--- config.mk ---
export PLATFORM = sky130hd
export DESIGN_NAME = instr_encoder_loader_flat
export DESIGN_NICKNAME = d
export VERILOG_FILES = /design/src/rtl/cpu_isa_pkg.sv /design/src/rtl/instr_encoder_loader_if.sv /design/src/rtl/instr_word_encoder.sv /design/src/rtl/instr_encoder_loader.sv /design/src/flat_wrapper.sv
export SDC_FILE = /design/constraint.sdc
export NUM_CORES = 1
export LEC_CHECK = 0
export BUFFER_PORTS_ARGS = -buffer_cell sky130_fd_sc_hd__buf_2
export CORE_MARGIN = 5
export CORE_UTILIZATION = 50
export DETAILED_ROUTE_END_ITERATION = 8
export HOLD_SLACK_MARGIN = 0.02
export PLACE_DENSITY = 0.93
export SLEW_MARGIN = 10
export SYNTH_ARGS = -nofsm -noshare
export SYNTH_HDL_FRONTEND = slang
export SYNTH_SLANG_ARGS = --single-unit
--- constraint.sdc ---
create_clock -name clk -period 3.6 [get_ports clk]
set_input_delay 0.54 -clock clk [delete_from_list [all_inputs] [get_ports clk]]
set_output_delay 0.54 -clock clk [all_outputs]
set_load 0.05 [all_outputs]
--- src/rtl/cpu_isa_pkg.sv ---
// Shared ISA constants for the instruction loader and the control-unit decoder.
// Holds the request kind codes, DP cmd codes, Op field values, LDR/STR funct
// constants and the loader FSM state enum.
package cpu_isa_pkg;

    typedef enum logic [2:0] {
        KindDpImm = 3'd0,
        KindDpReg = 3'd1,
        KindLdr   = 3'd2,
        KindStr   = 3'd3,
        KindB     = 3'd4
    } kind_e;

    localparam logic [3:0] CmdAnd = 4'b0000;
    localparam logic [3:0] CmdSub = 4'b0010;
    localparam logic [3:0] CmdAdd = 4'b0100;
    localparam logic [3:0] CmdOrr = 4'b1100;

    localparam logic [1:0] OpDp     = 2'b00;
    localparam logic [1:0] OpMem    = 2'b01;
    localparam logic [1:0] OpBranch = 2'b10;

    // Bits [25:20] of the memory instructions: I=0, P=1, U=1, B=0, W=0, L.
    localparam logic [5:0] FunctLdr = 6'b011001;
    localparam logic [5:0] FunctStr = 6'b011000;

    // Bits [25:24] of a plain branch (no link).
    localparam logic [1:0] FunctB = 2'b10;

    typedef enum logic [1:0] {
        StIdle  = 2'd0,
        StWrite = 2'd1,
        StFull  = 2'd2
    } loader_state_e;

    function automatic logic is_dp_cmd(input logic [3:0] cmd);
        logic ok;
        case (cmd)
            CmdAnd, CmdSub, CmdAdd, CmdOrr: ok = 1'b1;
            default:                        ok = 1'b0;
        endcase
        return ok;
    endfunction

endpackage

--- src/rtl/instr_encoder_loader_if.sv ---
// Request and instruction-memory write bus of the instruction loader.
//   master: drives the request fields, observes in_ready and the write bus.
//   slave : the loader; accepts requests and drives the write bus.
interface instr_encoder_loader_if #(
    parameter int unsigned ADDR_W = 6
);
    logic              in_valid;
    logic              in_ready;
    logic [2:0]        kind;
    logic [3:0]        cmd;
    logic              s_bit;
    logic [3:0]        cond;
    logic [3:0]        rn;
    logic [3:0]        rd;
    logic [3:0]        rm;
    logic [11:0]       imm12;
    logic [23:0]       imm24;
    logic              mem_we;
    logic [ADDR_W-1:0] mem_addr;
    logic [31:0]       mem_wdata;

    modport master (
        output in_valid, kind, cmd, s_bit, cond, rn, rd, rm, imm12, imm24,
        input  in_ready, mem_we, mem_addr, mem_wdata
    );

    modport slave (
        input  in_valid, kind, cmd, s_bit, cond, rn, rd, rm, imm12, imm24,
        output in_ready, mem_we, mem_addr, mem_wdata
    );
endinterface

--- src/rtl/instr_word_encoder.sv ---
// Combinational formation of one 32-bit machine word from request fields.
//   in : kind, cmd, s_bit, cond, rn, rd, rm, imm12, imm24
//   out: word  - encoded instruction (meaningful only when legal)
//        legal - request kind/cmd combination is encodable
module instr_word_encoder
    import cpu_isa_pkg::*;
(
    input  logic [2:0]  kind,
    input  logic [3:0]  cmd,
    input  logic        s_bit,
    input  logic [3:0]  cond,
    input  logic [3:0]  rn,
    input  logic [3:0]  rd,
    input  logic [3:0]  rm,
    input  logic [11:0] imm12,
    input  logic [23:0] imm24,
    output logic [31:0] word,
    output logic        legal
);
    kind_e kind_dec;
    assign kind_dec = kind_e'(kind);

    always_comb begin
        word  = 32'h0;
        legal = 1'b0;
        case (kind_dec)
            KindDpImm: begin
                word  = {cond, OpDp, 1'b1, cmd, s_bit, rn, rd, imm12};
                legal = is_dp_cmd(cmd);
            end
            KindDpReg: begin
                word  = {cond, OpDp, 1'b0, cmd, s_bit, rn, rd, 8'h00, rm};
                legal = is_dp_cmd(cmd);
            end
            KindLdr: begin
                word  = {cond, OpMem, FunctLdr, rn, rd, imm12};
                legal = 1'b1;
            end
            KindStr: begin
                word  = {cond, OpMem, FunctStr, rn, rd, imm12};
                legal = 1'b1;
            end
            KindB: begin
                word  = {cond, OpBranch, FunctB, imm24};
                legal = 1'b1;
            end
            default: begin
                word  = 32'h0;
                legal = 1'b0;
            end
        endcase
    end
endmodule

--- src/rtl/instr_encoder_loader.sv ---
// Encodes instruction requests and writes them to consecutive words of an
// instruction memory, one word every two cycles, stopping when memory is full.
//   clk, reset : clock, asynchronous active-high reset
//   clear      : synchronous restart of address, count, error and full
//   bus        : request handshake + memory write bus (slave side)
//   count      : words written since reset/clear
//   full       : memory exhausted, no further requests accepted
//   error      : sticky, an illegal request was consumed
module instr_encoder_loader
    import cpu_isa_pkg::*;
#(
    parameter int unsigned ADDR_W    = 6,
    parameter int unsigned BASE_ADDR = 0
) (
    input  logic                   clk,
    input  logic                   reset,
    input  logic                   clear,
    instr_encoder_loader_if.slave  bus,
    output logic [ADDR_W:0]        count,
    output logic                   full,
    output logic                   error
);
    localparam int unsigned       Depth      = 2 ** ADDR_W;
    localparam logic [ADDR_W-1:0] BaseAddr   = ADDR_W'(BASE_ADDR);
    localparam logic [ADDR_W-1:0] LastAddr   = {ADDR_W{1'b1}};
    localparam logic [ADDR_W:0]   DepthCount = (ADDR_W + 1)'(Depth);

    loader_state_e     state_q, state_d;
    logic [ADDR_W-1:0] addr_q;
    logic [ADDR_W:0]   count_q;
    logic [31:0]       wdata_q;
    logic              error_q;

    logic [31:0] enc_word;
    logic        enc_legal;
    logic        accept;
    logic        last_write;

    instr_word_encoder u_encoder (
        .kind  (bus.kind),
        .cmd   (bus.cmd),
        .s_bit (bus.s_bit),
        .cond  (bus.cond),
        .rn    (bus.rn),
        .rd    (bus.rd),
        .rm    (bus.rm),
        .imm12 (bus.imm12),
        .imm24 (bus.imm24),
        .word  (enc_word),
        .legal (enc_legal)
    );

    // A coincident clear drops the request, so it is never consumed.
    assign accept = (state_q == StIdle) && bus.in_valid && !clear;

    // Either limit ends loading; the address check covers a nonzero base.
    assign last_write = ((count_q + 1'b1) == DepthCount) || (addr_q == LastAddr);

    always_comb begin
        state_d = state_q;
        unique case (state_q)
            StIdle: begin
                if (accept && enc_legal) begin
                    state_d = StWrite;
                end
            end
            StWrite: begin
                // The write itself always completes; clear only redirects.
                if (clear) begin
                    state_d = StIdle;
                end else if (last_write) begin
                    state_d = StFull;
                end else begin
                    state_d = StIdle;
                end
            end
            StFull: begin
                if (clear) begin
                    state_d = StIdle;
                end
            end
            default: state_d = StIdle;
        endcase
    end

    always_ff @(posedge clk or posedge reset) begin
        if (reset) begin
            state_q <= StIdle;
            addr_q  <= BaseAddr;
            count_q <= '0;
            wdata_q <= 32'h0;
            error_q <= 1'b0;
        end else begin
            state_q <= state_d;
            if (accept && enc_legal) begin
                wdata_q <= enc_word;
            end
            if (clear) begin
                addr_q  <= BaseAddr;
                count_q <= '0;
                error_q <= 1'b0;
            end else if (state_q == StWrite) begin
                count_q <= count_q + 1'b1;
                // Hold at the last address instead of wrapping.
                if (!last_write) begin
                    addr_q <= addr_q + 1'b1;
                end
            end else if (accept && !enc_legal) begin
                error_q <= 1'b1;
            end
        end
    end

    // in_ready is gated by reset so it is low for the whole reset pulse.
    assign bus.in_ready  = (state_q == StIdle) && !reset;
    assign bus.mem_we    = (state_q == StWrite);
    assign bus.mem_addr  = addr_q;
    assign bus.mem_wdata = wdata_q;
    assign count         = count_q;
    assign full          = (state_q == StFull);
    assign error         = error_q;
endmodule

--- src/flat_wrapper.sv ---
// flat-port wrapper written by rule: the top's interface ports become plain ports
module instr_encoder_loader_flat import cpu_isa_pkg::*;
#(
    parameter int unsigned ADDR_W    = 6,
    parameter int unsigned BASE_ADDR = 0
)
  (clk, reset, clear, count, full, error, bus_in_valid, bus_kind, bus_cmd, bus_s_bit, bus_cond, bus_rn, bus_rd, bus_rm, bus_imm12, bus_imm24, bus_in_ready, bus_mem_we, bus_mem_addr, bus_mem_wdata);
  instr_encoder_loader_if #(.ADDR_W(ADDR_W)) bus_i ();
  input  logic clk;
  input  logic reset;
  input  logic clear;
  output logic [ADDR_W:0] count;
  output logic full;
  output logic error;
  input wire logic [$bits(bus_i.in_valid)-1:0] bus_in_valid;
  input wire logic [$bits(bus_i.kind)-1:0] bus_kind;
  input wire logic [$bits(bus_i.cmd)-1:0] bus_cmd;
  input wire logic [$bits(bus_i.s_bit)-1:0] bus_s_bit;
  input wire logic [$bits(bus_i.cond)-1:0] bus_cond;
  input wire logic [$bits(bus_i.rn)-1:0] bus_rn;
  input wire logic [$bits(bus_i.rd)-1:0] bus_rd;
  input wire logic [$bits(bus_i.rm)-1:0] bus_rm;
  input wire logic [$bits(bus_i.imm12)-1:0] bus_imm12;
  input wire logic [$bits(bus_i.imm24)-1:0] bus_imm24;
  output wire logic [$bits(bus_i.in_ready)-1:0] bus_in_ready;
  output wire logic [$bits(bus_i.mem_we)-1:0] bus_mem_we;
  output wire logic [$bits(bus_i.mem_addr)-1:0] bus_mem_addr;
  output wire logic [$bits(bus_i.mem_wdata)-1:0] bus_mem_wdata;
  assign bus_i.in_valid = bus_in_valid;
  assign bus_i.kind = bus_kind;
  assign bus_i.cmd = bus_cmd;
  assign bus_i.s_bit = bus_s_bit;
  assign bus_i.cond = bus_cond;
  assign bus_i.rn = bus_rn;
  assign bus_i.rd = bus_rd;
  assign bus_i.rm = bus_rm;
  assign bus_i.imm12 = bus_imm12;
  assign bus_i.imm24 = bus_imm24;
  assign bus_in_ready = bus_i.in_ready;
  assign bus_mem_we = bus_i.mem_we;
  assign bus_mem_addr = bus_i.mem_addr;
  assign bus_mem_wdata = bus_i.mem_wdata;
  instr_encoder_loader #(.ADDR_W(ADDR_W), .BASE_ADDR(BASE_ADDR)) u_core (.clk(clk), .reset(reset), .clear(clear), .bus(bus_i), .count(count), .full(full), .error(error));
endmodule
==> impl_results.md, run 1 <==
- Ys async rst share: 1.00
- NetSw: 0.628 mW
- Setup violators final: 0
- First-pass GRT wire length: 10500 um
- Largest net degree at the start of global routing: 49
- Fmax: about 0.43 GHz
- Die Span Y: 80.3 um
- RSZ-0062 raised after global routing: no
- CTS Buf Count: 5
- Maximum vdd ir drop: ~0.37 mV
- Final global-route overflow total: 0
- Share of post-route cells with drive strength above 1: 0.381
- Final-stage net count: between 400 and 500
- Core area: 4750 sq um
- CTS Buffer Depth: 2
- GR Util All Layers: 0.204
- Ports: 113
- Via count: 2303
- Hold Fails Final Rpt: 0
- Final Routed Wirelength: ~6300 um
- Die ar.: 6440 sq um
- Least-Margin Pin Slew: 1030 ps
- Mapped Area: 2470 sq um
- Final Util: 0.659
- First-pass DRT Iterations: 5
- Power Density: 495 nW/um^2
- CP Capture Type: register
- Worst setup SP type: input port
- Diodes inserted: 0
- Detailed Place HPWL: 4710 um
- Die X: 80.3 um
- H-tree Lvls: 2
- Skew final: 10.0 ps
- EDFF count, synth: 0
- Initial DRC count: 176
- Min Hold Slack: around 470 ps
- Power share of the clock group: 0.209
- Syn Area/Cell: 10.1 sq um
- CTS tree: yes
- Postcts setup bufs: 0
- Initial antenna violation count: 0
- Comb power frac: 0.362
- Site row count: 25
- Sequential share of power: 0.429
- Synth warn: 0
- Vias in the first global route: 2425
- Seq/Total Area, Yosys: 0.487
- Setup_tns: 0 ps
- Minimum clock period: 2320 ps
- #FFs+latches synth: 48
- # hold bufs at CTS: 0
- Most common cell after layout, fill and taps aside: buf_2
- Most frequent cells in the layout: buf_2, dfrtp_1, nor2_1
- Drt wl/cell: ~15 um
- CP max FO: 28
- Int Pwr: a little over 0.9 mW
- Max-slew violation count: 0
- Total power: 1.55 mW
- Worst slew margin: 0.311
- Starting density of the core: 0.519
- Synth Instances: 245
- Max_cap viols: 0
- Post-DP Area: 3040 sq um
- Type of the worst setup path: input port to register
- Hold Path Class: input port to register
- Required @ worst endpoint: around 3800 ps
- Clock latency on the worst-skew pair: about 290 ps
- Antenna-violating nets left: 0
- P&R area growth vs syn: 27.0%
- GP Congestion: 0.820
- Post-cts resize count: 0
- Switching portion of total power: 0.405
- Vias per cell: 5.50
- Clock Pin Slew Worst Setup and Hold Paths: about 80 ps
- Post-route DRC: 0
- Pleak: 1.67 nW
- Root Driver: clkbuf_8
- Most used DFF post-synth: dfrtp_1
- Synth top area share: 0.487
- Fin crit share: 0.645
- Design area: approximately 3100 sq um
- Cell taking the most area after synthesis: dfrtp_1
- Clk sinks: 48
- Crit path DAT: approximately 2500 ps
- Outcome: completed
- Syn_nets: around 310
- PortBufs: ~110
- Synth unique cells: 42
- Largest cells by area after synthesis: dfrtp_1, mux2_2, a221o_1, nor2b_1, a222oi_1
-- sequential cells by signal (all words and copies together) (netlist names) --
name / cells
u_core.count: 7
u_core.bus.mem_wdata: 32
u_core.bus.mem_addr: 6
u_core.error: 1
u_core.state_q: 2
-- cells by family after synthesis --
family / after synthesis / synth area share
flip-flops: 48 / 0.487
adder cells (fa/ha/maj): 3 / 0.0152
buffers and inverters: 29 / 0.0537
XOR/XNOR: 6 / 0.0213
AND/OR/NAND/NOR: 84 / 0.182
multiplexers: 11 / 0.0497
AO/OA/AOI/OAI: 64 / 0.191
-- per-layer routing --
layer  GRT usage  vias to the layer above  routed length, um
met4      0.0794                        0                 92
li1            -                     1099                  -
met3      0.0415                       10                491
met5           0                        -                  0
met1       0.242                     1086               2540
met2       0.360                      108               3170
-- cell usage after synthesis, drive strengths merged, types with 6 or more instances --
cell	number
inv	15
nor2b	14
o21ai	14
clkbuf	10
a22oi	6
nand2	14
nand3	12
a221o	9
mux2	10
nor2	18
dfrtp	48
and2	8
a21oi	10
a222oi	8
-- area by class of cell --
| cell class | count | area, sq um |
|---|---|---|
| fillers | 406 | 1620 |
| flip-flops and latches | 48 | 1200 |
| multi-input cells | 168 | 1130 |
| repair buffers | 113 | 568 |
| clock buffers | 8 | 90.1 |
| well taps | 67 | 83.8 |
| inverters | 15 | 56.3 |
-- critical path, cell delays in order --
cell and delay, ps:
buf_2 220, or4b_4 550, a221o_1 630, buf_4 340, o31ai_1 240
-- power groups by stage --
stage | logic, mW | registers (mW) | clock network, mW
CTS | 0.567 | 0.667 | 0.332
global placement | 0.556 | 0.674 | 0
global route | 0.594 | 0.678 | 0.352
floorplan | 0.131 | 0.958 | 0
detailed placement | 0.568 | 0.673 | 0
finish | 0.561 | 0.667 | 0.325
-- worst paths after layout --
kind	from	depth (start not counted)	to	slack, ps
worst max-delay path	clear	5	u_core.bus.mem_wdata[24]$_DFFE_PP0P_	1280
worst min-delay path	bus_imm24[21]	2	u_core.bus.mem_wdata[21]$_DFFE_PP0P_	470
worst max register to register	u_core.state_q[1]$_DFFE_PP0P_	4	u_core.bus.mem_wdata[24]$_DFFE_PP0P_	1330
worst min register to register	u_core.bus.mem_wdata[27]$_DFFE_PP0P_	1	u_core.bus.mem_wdata[27]$_DFFE_PP0P_	480
max in group asynchronous	reset	2	u_core.state_q[1]$_DFFE_PP0P_	2510
min in group asynchronous	reset	2	u_core.bus.mem_addr[4]$_DFFE_PP0P_	480
-- per-stage QoR --
step	cells	setup WS [ps]
6_report	419	1280
5_1_grt	419	1090
2_1_floorplan	245	1340
3_3_place_gp	411	978
3_5_place_dp	411	932
4_1_cts	419	1240
No activity file was read; power rests on OpenSTA's default activity.
==> inputs of run 2 (changes only) <==
--- a/config.mk
+++ b/config.mk
@@ -7,10 +7,10 @@
 export LEC_CHECK = 0
 export BUFFER_PORTS_ARGS = -buffer_cell sky130_fd_sc_hd__buf_2
 export CORE_MARGIN = 5
-export CORE_UTILIZATION = 50
+export CORE_UTILIZATION = 47
 export DETAILED_ROUTE_END_ITERATION = 8
 export HOLD_SLACK_MARGIN = 0.02
-export PLACE_DENSITY = 0.93
+export PLACE_DENSITY = 0.88
 export SLEW_MARGIN = 10
 export SYNTH_ARGS = -nofsm -noshare
 export SYNTH_HDL_FRONTEND = slang
==> constraint.sdc (replaced) <==
create_clock -name clk -period 2.2 [get_ports clk]
set_input_delay 0.33 -clock clk [delete_from_list [all_inputs] [get_ports clk]]
set_output_delay 0.33 -clock clk [all_outputs]
set_load 0.05 [all_outputs]
==> run 2 against run 1 <==
Clock-buffer cell count decreased by 2. Cell count up 2.9%. Power rose by 70%. Sequential power increased by 63%. Worst setup slack got worse by 1200 ps. Sequential cell count is the same. Clock power rose by 88%. Wire length fell by 0.19%. Combinational power up 66%. Cell area increased by 3.3%. Critical path depth did not move. Critical path type is now register to register. Critical endpoint is now u_core.bus.mem_addr[0]$_DFFE_PP0P_. Largest power group unchanged.
==> impl_results.md, run 2 (synthesis results as in run 1) <==
- Vias per cell: 5.39
- Final Routed Wirelength: 6280 um
- Initial antenna violation count: 0
- Hold Fails Final Rpt: 0
- Worst setup SP type: register
- Clk sinks: 48
- Detailed Place HPWL: 4800 um
- Ports: between 100 and 150
- Antenna-violating nets left: 0
- Max_cap viols: 0
- P&R area growth vs syn: 31.2%
- Max-slew violation count: 0
- Die Span Y: approximately 82 um
- Vias in the first global route: 2183
- Power Density: 814 nW/um^2
- CTS Buf Count: 5
- Final-stage net count: roughly 430
- Core area: 5110 sq um
- Maximum vdd ir drop: ~0.75 mV
- CTS Buffer Depth: 2
- Fin crit share: 0.943
- Postcts setup bufs: 0
- CP Capture Type: register
- Clock latency on the worst-skew pair: 280 ps
- First-pass DRT Iterations: 4
- Max reg flops: 32
- Final global-route overflow total: 0
- Site row count: 26
- Setup_tns: 0 ps
- Share of post-route cells with drive strength above 1: 0.404
- Via count: 2324
- Post-route DRC: 0
- RSZ-0062 raised after global routing: no
- Required @ worst endpoint: 2380 ps
- Outcome: completed
- Die X: approximately 82 um
- Fillcell total: roughly 430
- CP max FO: 7
- Hold Path Class: input port to asynchronous set/reset pin
- Minimum clock period: 2080 ps
- Design area: 3240 sq um
- Setup violators final: 0
- Pleak: 1.73 nW
- Starting density of the core: 0.483
- Crit path DAT: 2250 ps
- Path depth of the worst reg2reg path: 5
- GR Util All Layers: 0.191
- Post-DP Area: 3130 sq um
- Clock Pin Slew Worst Setup and Hold Paths: about 80 ps
- Most frequent cells in the layout: buf_2, dfrtp_1, nor2_1
- Initial DRC count: 149
- Post-cts resize count: 0
- GP Congestion: ~0.78
- Die ar.: 6800 sq um
- Root Driver: clkbuf_8
- # hold bufs at CTS: 0
- Type of the worst setup path: register to register
- H-tree Lvls: 2
- Drt wl/cell: 14.6 um
- Largest net degree at the start of global routing: 41
- Most common cell after layout, fill and taps aside: buf_2
- PortBufs: 112
- Worst slew margin: 0.676
- Skew final: 2.19 ps
- CTS tree: yes
- Fmax: 0.482 GHz
- Diodes inserted: 0
- First-pass GRT wire length: 9940 um
- Least-Margin Pin Slew: 485 ps
==> run 2: changes by cell type in the layout (fill, tap and decap cells not counted) <==
cell,previous run,this run
buf_12,0,1
buf_4,1,9
bufinv_16,0,1
clkbuf_1,2,1
clkbuf_8,6,5
clkinv_2,0,1
dfrtp_1,48,46
dfrtp_2,0,2
==> run 2: worst paths after layout <==
| path | start | end | slack, ps |
|---|---|---|---|
| setup / recovery | u_core.count[1]$_DFFE_PP0N_ | u_core.bus.mem_addr[0]$_DFFE_PP0P_ | 120 |
| setup reg to reg | u_core.count[1]$_DFFE_PP0N_ | u_core.bus.mem_addr[0]$_DFFE_PP0P_ | 120 |
| hold reg to reg | u_core.bus.mem_wdata[24]$_DFFE_PP0P_ | u_core.bus.mem_wdata[24]$_DFFE_PP0P_ | 480 |
| min in group clk | bus_imm24[21] | u_core.bus.mem_wdata[21]$_DFFE_PP0P_ | 250 |
| max in group asynchronous | reset | u_core.bus.mem_wdata[19]$_DFFE_PP0P_ | 1620 |
| hold / removal | reset | u_core.state_q[0]$_DFFE_PP0P_ | 20 |
==> run 2: area by class of cell <==
cell class                 instances  area [sq um]  share of cell area
clock buffer                       6          72.6              0.0224
clock inverter                     2          35.0              0.0108
inverter                          15          56.3              0.0174
multi-input combinational        168          1130               0.350
sequential                        48          1200               0.372
tap                               70          87.6              0.0270
timing repair buffer             122           648               0.200
==> run 2: through the flow <==
step | util | cells | power, mW | worst slack (ps) | hold slack (ps)
CTS | 0.634 | 431 | 2.67 | 138 | 21.5
floorplan | - | 245 | 1.78 | 53.0 | 463
global placement | 0.613 | 423 | 2.03 | 194 | 334
detailed placement | 0.613 | 423 | 2.05 | 150 | 344
finish | 0.634 | 431 | 2.63 | 125 | 21.8
global route | 0.634 | 431 | 2.76 | 35.1 | 27.3
==> run 2: where the power goes <==
part	internal [mW]	leakage (nW)	switching, mW
Sequential	1.01	0.624	0.0800
Clock	0.337	0.0552	0.273
Combinational	0.254	1.05	0.677
==> run 2: metal layers <==
metal  vias to the layer above  GRT usage  wire length, um
li1                       1114          -                -
met2                       103      0.307             3010
met4                         0     0.0814              141
met1                      1095      0.248             2670
met5                         -          0                0
met3                        12     0.0434              463
==> run 2: critical path, stage by stage (launching register included) <==
cell and delay [ps]:
dfrtp_2 440, ha_1 270, and4b_1 210, o21a_1 260, o31ai_1 410, mux2_2 380
